[src/rtl/pe_window_pkg.sv]
// Shared types, constants and span helpers for the per-pixel window generator.
// PE_WIN_WRAP_EN: when defined, spans with start > end wrap around the line/frame edge.
package pe_window_pkg;

  localparam int H_VISIBLE   = 240;
  localparam int V_TOTAL     = 228;
  localparam int HCOUNT_W    = 9;
  localparam int VCOUNT_W    = 8;
  localparam int COORD_W     = 8;
  localparam int WINREG_W    = 2 * COORD_W;
  localparam int DISPCNT_W   = 16;
  localparam int NUM_WIN     = 2;
  localparam int WIN0_EN_BIT = 13;
  localparam int OBJ_EN_BIT  = 15;

`ifdef PE_WIN_WRAP_EN
  localparam bit WRAP_EN = 1'b1;
`else
  localparam bit WRAP_EN = 1'b0;
`endif

  typedef enum logic {
    OUTSIDE = 1'b0,
    INSIDE  = 1'b1
  } win_state_e;

  // lo is the inclusive start ([15:8]), hi the exclusive end ([7:0]).
  typedef struct packed {
    logic [COORD_W-1:0] lo;
    logic [COORD_W-1:0] hi;
  } win_span_t;

  function automatic logic span_contains(input win_span_t span,
                                         input logic [COORD_W-1:0] pos);
    logic hit;
    hit = 1'b0;
    if (span.lo < span.hi) begin
      hit = (pos >= span.lo) && (pos < span.hi);
    end else if (span.lo > span.hi) begin
      hit = WRAP_EN && ((pos >= span.lo) || (pos < span.hi));
    end
    return hit;
  endfunction

  function automatic win_state_e span_init_state(input win_span_t span);
    return (WRAP_EN && (span.lo > span.hi)) ? INSIDE : OUTSIDE;
  endfunction

  // Without wrap support an inverted span must never open horizontally.
  function automatic logic span_h_allowed(input win_span_t span);
    return WRAP_EN || (span.lo <= span.hi);
  endfunction

endpackage

[src/rtl/pe_window_axis.sv]
// One window's line-latched coordinates, vertical flag and horizontal tracker.
// Wrap-around behaviour follows PE_WIN_WRAP_EN through the package helpers.
module pe_window_axis
  import pe_window_pkg::*;
(
  input  logic                clock,
  input  logic                reset,
  input  logic                line_start,
  input  logic                pixel_valid,
  input  logic [HCOUNT_W-1:0] hcount,
  input  logic [VCOUNT_W-1:0] vcount,
  input  win_span_t           winh,
  input  win_span_t           winv,
  output logic                vin,
  output logic                hin
);

  win_span_t           h_shadow_reg, h_eff;
  win_span_t           v_shadow_reg, v_eff;
  logic [VCOUNT_W-1:0] vline_reg, vline_eff;
  win_state_e          state_reg, state_eff, state_next;
  logic                hit_x1, hit_x2;

  // A line_start in this cycle takes effect before the coincident pixel is judged.
  always_comb begin
    h_eff     = h_shadow_reg;
    v_eff     = v_shadow_reg;
    vline_eff = vline_reg;
    state_eff = state_reg;
    if (line_start) begin
      h_eff     = winh;
      v_eff     = winv;
      vline_eff = vcount;
      state_eff = span_init_state(winh);
    end
  end

  always_comb begin
    hit_x1     = (hcount == {1'b0, h_eff.lo});
    hit_x2     = (hcount == {1'b0, h_eff.hi});
    vin        = span_contains(v_eff, vline_eff);
    hin        = span_h_allowed(h_eff) && ((state_eff == INSIDE) || hit_x1) && !hit_x2;
    state_next = state_eff;
    if (pixel_valid) begin
      state_next = hin ? INSIDE : OUTSIDE;
    end
  end

  always_ff @(posedge clock) begin
    if (reset) begin
      h_shadow_reg <= '0;
      v_shadow_reg <= '0;
      vline_reg    <= '0;
      state_reg    <= OUTSIDE;
    end else begin
      h_shadow_reg <= h_eff;
      v_shadow_reg <= v_eff;
      vline_reg    <= vline_eff;
      state_reg    <= state_next;
    end
  end

endmodule

[src/rtl/pe_window_gen.sv]
// Per-pixel WIN0/WIN1/OBJ window membership flags, registered one cycle after the pixel.
// PE_WIN_WRAP_EN: enables wrap-around windows (start coordinate > end coordinate).
module pe_window_gen
  import pe_window_pkg::*;
(
  input  logic                 clock,
  input  logic                 reset,
  input  logic                 line_start,
  input  logic                 pixel_valid,
  input  logic [HCOUNT_W-1:0]  hcount,
  input  logic [VCOUNT_W-1:0]  vcount,
  input  logic [WINREG_W-1:0]  win0h,
  input  logic [WINREG_W-1:0]  win1h,
  input  logic [WINREG_W-1:0]  win0v,
  input  logic [WINREG_W-1:0]  win1v,
  input  logic [DISPCNT_W-1:0] dispcnt,
  input  logic                 obj_win_in,
  output logic                 win0,
  output logic                 win1,
  output logic                 obj,
  output logic                 out_valid
);

  logic [WINREG_W-1:0] winh_arr [NUM_WIN];
  logic [WINREG_W-1:0] winv_arr [NUM_WIN];
  logic [NUM_WIN-1:0]  vin_vec;
  logic [NUM_WIN-1:0]  hin_vec;
  logic [NUM_WIN-1:0]  win_next;
  logic [NUM_WIN-1:0]  win_reg;
  logic                obj_next;
  logic                obj_reg;
  logic                out_valid_reg;
  logic                unused_dispcnt;

  assign winh_arr[0] = win0h;
  assign winh_arr[1] = win1h;
  assign winv_arr[0] = win0v;
  assign winv_arr[1] = win1v;

  genvar gi;
  generate
    for (gi = 0; gi < NUM_WIN; gi++) begin : g_win
      pe_window_axis u_axis (
        .clock       (clock),
        .reset       (reset),
        .line_start  (line_start),
        .pixel_valid (pixel_valid),
        .hcount      (hcount),
        .vcount      (vcount),
        .winh        (winh_arr[gi]),
        .winv        (winv_arr[gi]),
        .vin         (vin_vec[gi]),
        .hin         (hin_vec[gi])
      );

      // Enables come straight from dispcnt in the pixel's own cycle.
      assign win_next[gi] = pixel_valid & dispcnt[WIN0_EN_BIT + gi] & vin_vec[gi] & hin_vec[gi];
    end
  endgenerate

  assign obj_next       = pixel_valid & dispcnt[OBJ_EN_BIT] & obj_win_in;
  assign unused_dispcnt = ^dispcnt[WIN0_EN_BIT-1:0];

  always_ff @(posedge clock) begin
    if (reset) begin
      win_reg       <= '0;
      obj_reg       <= 1'b0;
      out_valid_reg <= 1'b0;
    end else begin
      win_reg       <= win_next;
      obj_reg       <= obj_next;
      out_valid_reg <= pixel_valid;
    end
  end

  assign win0      = win_reg[0];
  assign win1      = win_reg[1];
  assign obj       = obj_reg;
  assign out_valid = out_valid_reg;

endmodule

[config.mk]
export PLATFORM = sky130hd
export DESIGN_NAME = pe_window_gen
export DESIGN_NICKNAME = d
export VERILOG_FILES = /design/src/rtl/pe_window_pkg.sv /design/src/rtl/pe_window_axis.sv /design/src/rtl/pe_window_gen.sv
export SDC_FILE = /design/constraint.sdc
export NUM_CORES = 1
export LEC_CHECK = 0
export CELL_PAD_IN_SITES_DETAIL_PLACEMENT = 1
export CELL_PAD_IN_SITES_GLOBAL_PLACEMENT = 1
export CORE_UTILIZATION = 36
export CTS_CLUSTER_SIZE = 14
export DETAILED_ROUTE_END_ITERATION = 12
export HOLD_SLACK_MARGIN = 0.12
export PLACE_DENSITY_LB_ADDON = 0.25
export SLEW_MARGIN = 25
export SYNTH_ARGS = -nofsm -noshare
export SYNTH_HDL_FRONTEND = slang
export SYNTH_SLANG_ARGS = --single-unit
[constraint.sdc]
create_clock -name clock -period 3 [get_ports clock]
set_clock_uncertainty 0.05 [all_clocks]
set_input_delay 0.3 -clock clock [delete_from_list [all_inputs] [get_ports clock]]
set_output_delay 0.3 -clock clock [all_outputs]
set_load 0.005 [all_outputs]
==> flow_summary.yaml <==
critical_path:
  end_kind: "register"
  path_cells: "buf_4 > mux2i_1 > inv_1 > ha_1 > nor2b_1 > o211ai_1 > a21o_1 > nand3_1 > nor3_1 > and4_1"
  required_ns: 3.24
  slowest_stage: "nor3_1"
  cp_max_fo: 20
  criticalPathCategory: "in2reg"
  cp_slowest_stage_delay_ns: 0.48
  crit_path_start_kind: "input port"
  arrival_ns: 2.65
sta:
  finalMaxSlewViolations: 0
  tightestPinTransition_ns: 0.8679
  max_slew_margin_pct: 42.14
  max_freq_mhz: 415.2
  finalHoldViolCount: 0
  rsz0062_at_grt: "false"
  fin_setup_tns_ns: 0
  min_period_ns: 2.408
  setup_viol: 0
  min_period_over_period_pct: 80.28
  finalWorstSetupSlack_ns: 0.5915
clocking:
  clk_path_buf_depth: 2
  htree_levels: 3
  clock_sinks: 86
  cts_tree: "done"
  hold_buffers: 0
  cts_buffers: 9
  clock_latency_ns: 0.35
  postCtsSetupBuffers: 0
  cts_root_buf: "clkbuf_16"
  cts_resized: 0
  clkTransAtPathRegs_ns: 0.06
detailed_routing:
  routed_wl_um: 12270
  viasPerCell: 4.964
  vias: 3986
  drtPass1Iterations: 4
  postRouteAntennaNets: 0
  drt-initial-drc-count: 127
  drc: 0
  avgRoutedWirePerCell_um: 15.28
die:
  die_h_um: 118.0
  dieArea_sq_um: 13930
  fp.coreArea_sq_um: 13190
  rows: 42
  start_util_pct: 36.74
  ioPinCount: 106
  die_x_um: 118.0
status:
  status: "finished clean"
power_and_ir_drop:
  power.internal_mw: 2.161
  power_frac_seq_pct: 41.2
  p_clk_share_pct: 35.3
  power_frac_comb_pct: 23.5
  power_switching_mw: 0.8089
  power.density_nw_per_um2: 471.1
  p_sw_share_pct: 27.24
  p_leak_nw: 2.889
  ir_drop_mv: 0.2638
synthesis:
  synthesis.nets: 683
  synth.area.top_cells: "dfxtp_1 (36%), ha_1 (15%), mux2i_1 (11%), nor2_1 (5.3%), inv_1 (3.6%)"
  yosysWarnings: 0
  netlist_area_sq_um: 4846
  synth_top_area_share_pct: 35.53
  synth_cell_type_count: 44
  syn_area_per_cell_sq_um: 9.301
  yosysSeqAreaShare_pct: 35.53
  yosys.area.top_type: "dfxtp_1"
  synth-seq-cells: 86
  synth_cells: 521
global_routing:
  first_global_vias: 4280
  grt_first_pass_wirelength_um: 20720
  grt_max_degree: 82
  antenna_found_initial: 0
  gr-total-overflow: 0
  grtUsageTotal_pct: 18.75
placement:
  preCtsSetupSlack_ns: 0.2277
  dp.final_hpwl_um: 9561
  place_congestion: 0.8302
  port-buffer-count: 92
  placedCellCount: 788
  dpl_cell_area_sq_um: 6035
final_layout:
  n_antenna_cell: 0
  final_layout_size_suffix_gt1_share_pct: 7.018
  final_area_sq_um: 6304
  syn2layout_area_growth_pct: 30.08
  nNetsFinal: 785
  final_cells: 803
job:
  cap_violations: 0
min_path:
  min_path_type: "in2reg"
-- synthesized netlist by cell type, drive strengths merged --
master,n
a2111oi,1
a211oi,2
a21o,11
a21oi,16
a22oi,1
a31oi,1
a32o,1
a32oi,1
and3,2
and4,3
and4b,1
buf,8
clkbuf,11
dfxtp,86
ha,60
inv,48
mux2,2
mux2i,62
nand2,13
nand2b,8
nand3,7
nand4,9
nor2,69
nor2b,21
nor3,6
nor4,3
o2111a,1
o2111ai,1
o211ai,3
o21a,1
o21ai,24
o221ai,1
o22ai,3
o32a,1
or4,1
xnor2,18
xor2,14
-- power by group through the flow --
stage                     registers (mW)  clock network (mW)  logic (mW)
final                               1.22                1.05       0.697
after global routing                1.23                1.12       0.787
after CTS                           1.22                1.07       0.706
after detailed placement            1.25                   0       0.700
after global placement              1.25                   0       0.667
after floorplan                     1.24                   0       0.425
-- logic make-up (layout without fill, tap and decap cells) --
group | Yosys count | count (layout) | synth area share (%)
AOI/OAI and AO/OA | 69 | 69 | 8.805
xor gates and xnor gates | 32 | 32 | 5.784
adders and majority gates | 60 | 60 | 15.49
buffers and inverters | 67 | 173 | 5.887
DFF | 86 | 86 | 35.53
muxes | 64 | 64 | 14.23
and+or+nand+nor | 143 | 143 | 14.28
-- path summary, 6_finish.rpt --
kind,start,end,slack (ns),depth (start not counted)
setup / recovery,line_start,win_reg[0],0.59,10
hold / removal,reset,out_valid,0.20,2
setup reg to reg,g_win[0].u_axis.h_shadow_reg[9],win_reg[0],0.72,9
hold reg to reg,g_win[0].u_axis.state_reg,g_win[0].u_axis.state_reg,0.41,1
-- worst max-delay path, delay by kind of cell --
family / cells / cell delay [ns]
AOI/OAI and AO/OA: 2 / 0.33
adders and majority gates: 1 / 0.30
buffers and inverters: 2 / 0.42
muxes: 1 / 0.30
and+or+nand+nor: 4 / 0.99
-- area by class of cell --
cell class	count	area, sq um
fill	1508	6887
multi-input combinational	368	2839
sequential	86	1722
timing repair buffer	110	1074
clock buffer	14	264.0
tap	176	220.2
inverter	48	180.2
clock inverter	1	5.005
-- per-stage QoR --
step / total power, mW / utilization, % / hold WS (ns)
after floorplan: 1.669 / - / 0.3772
after global placement: 1.913 / 45.75 / 0.3936
after detailed placement: 1.950 / 45.75 / 0.3954
after CTS: 3.006 / 47.79 / 0.1848
after global routing: 3.140 / 47.79 / 0.1894
final: 2.969 / 47.79 / 0.1951
-- per-layer routing --
| metal | GRT usage [%] | vias up | wire (um) |
|---|---|---|---|
| li1 | - | 1981 | - |
| met1 | 23.01 | 1914 | 5584 |
| met2 | 32.39 | 74 | 5993 |
| met3 | 3.052 | 17 | 447 |
| met4 | 7.772 | 0 | 245 |
| met5 | 0 | - | 0 |
-- cell usage in the layout (no fill, tap or decap), types with 2 or more instances in the layout --
cell             count
nor2_1              69
mux2i_1             52
buf_4               17
o21ai_0              8
and3_1               2
nand4_1              9
nand2b_1             8
nor4_1               2
and4_1               3
o21ai_1             16
xor2_1              14
xnor2_1             18
o22ai_1              3
a211oi_1             2
a21o_1              11
nor3_1               6
buf_12               2
clkbuf_1             3
mux2_1               2
clkbuf_8             2
nand2_1             13
nand3_1              7
clkbuf_16            9
clkdlybuf4s50_1     90
dfxtp_1             86
ha_1                60
o211ai_1             3
mux2i_2              9
nor2b_1             21
inv_1               47
a21oi_1             16
Power figures use the tool's default switching activity.
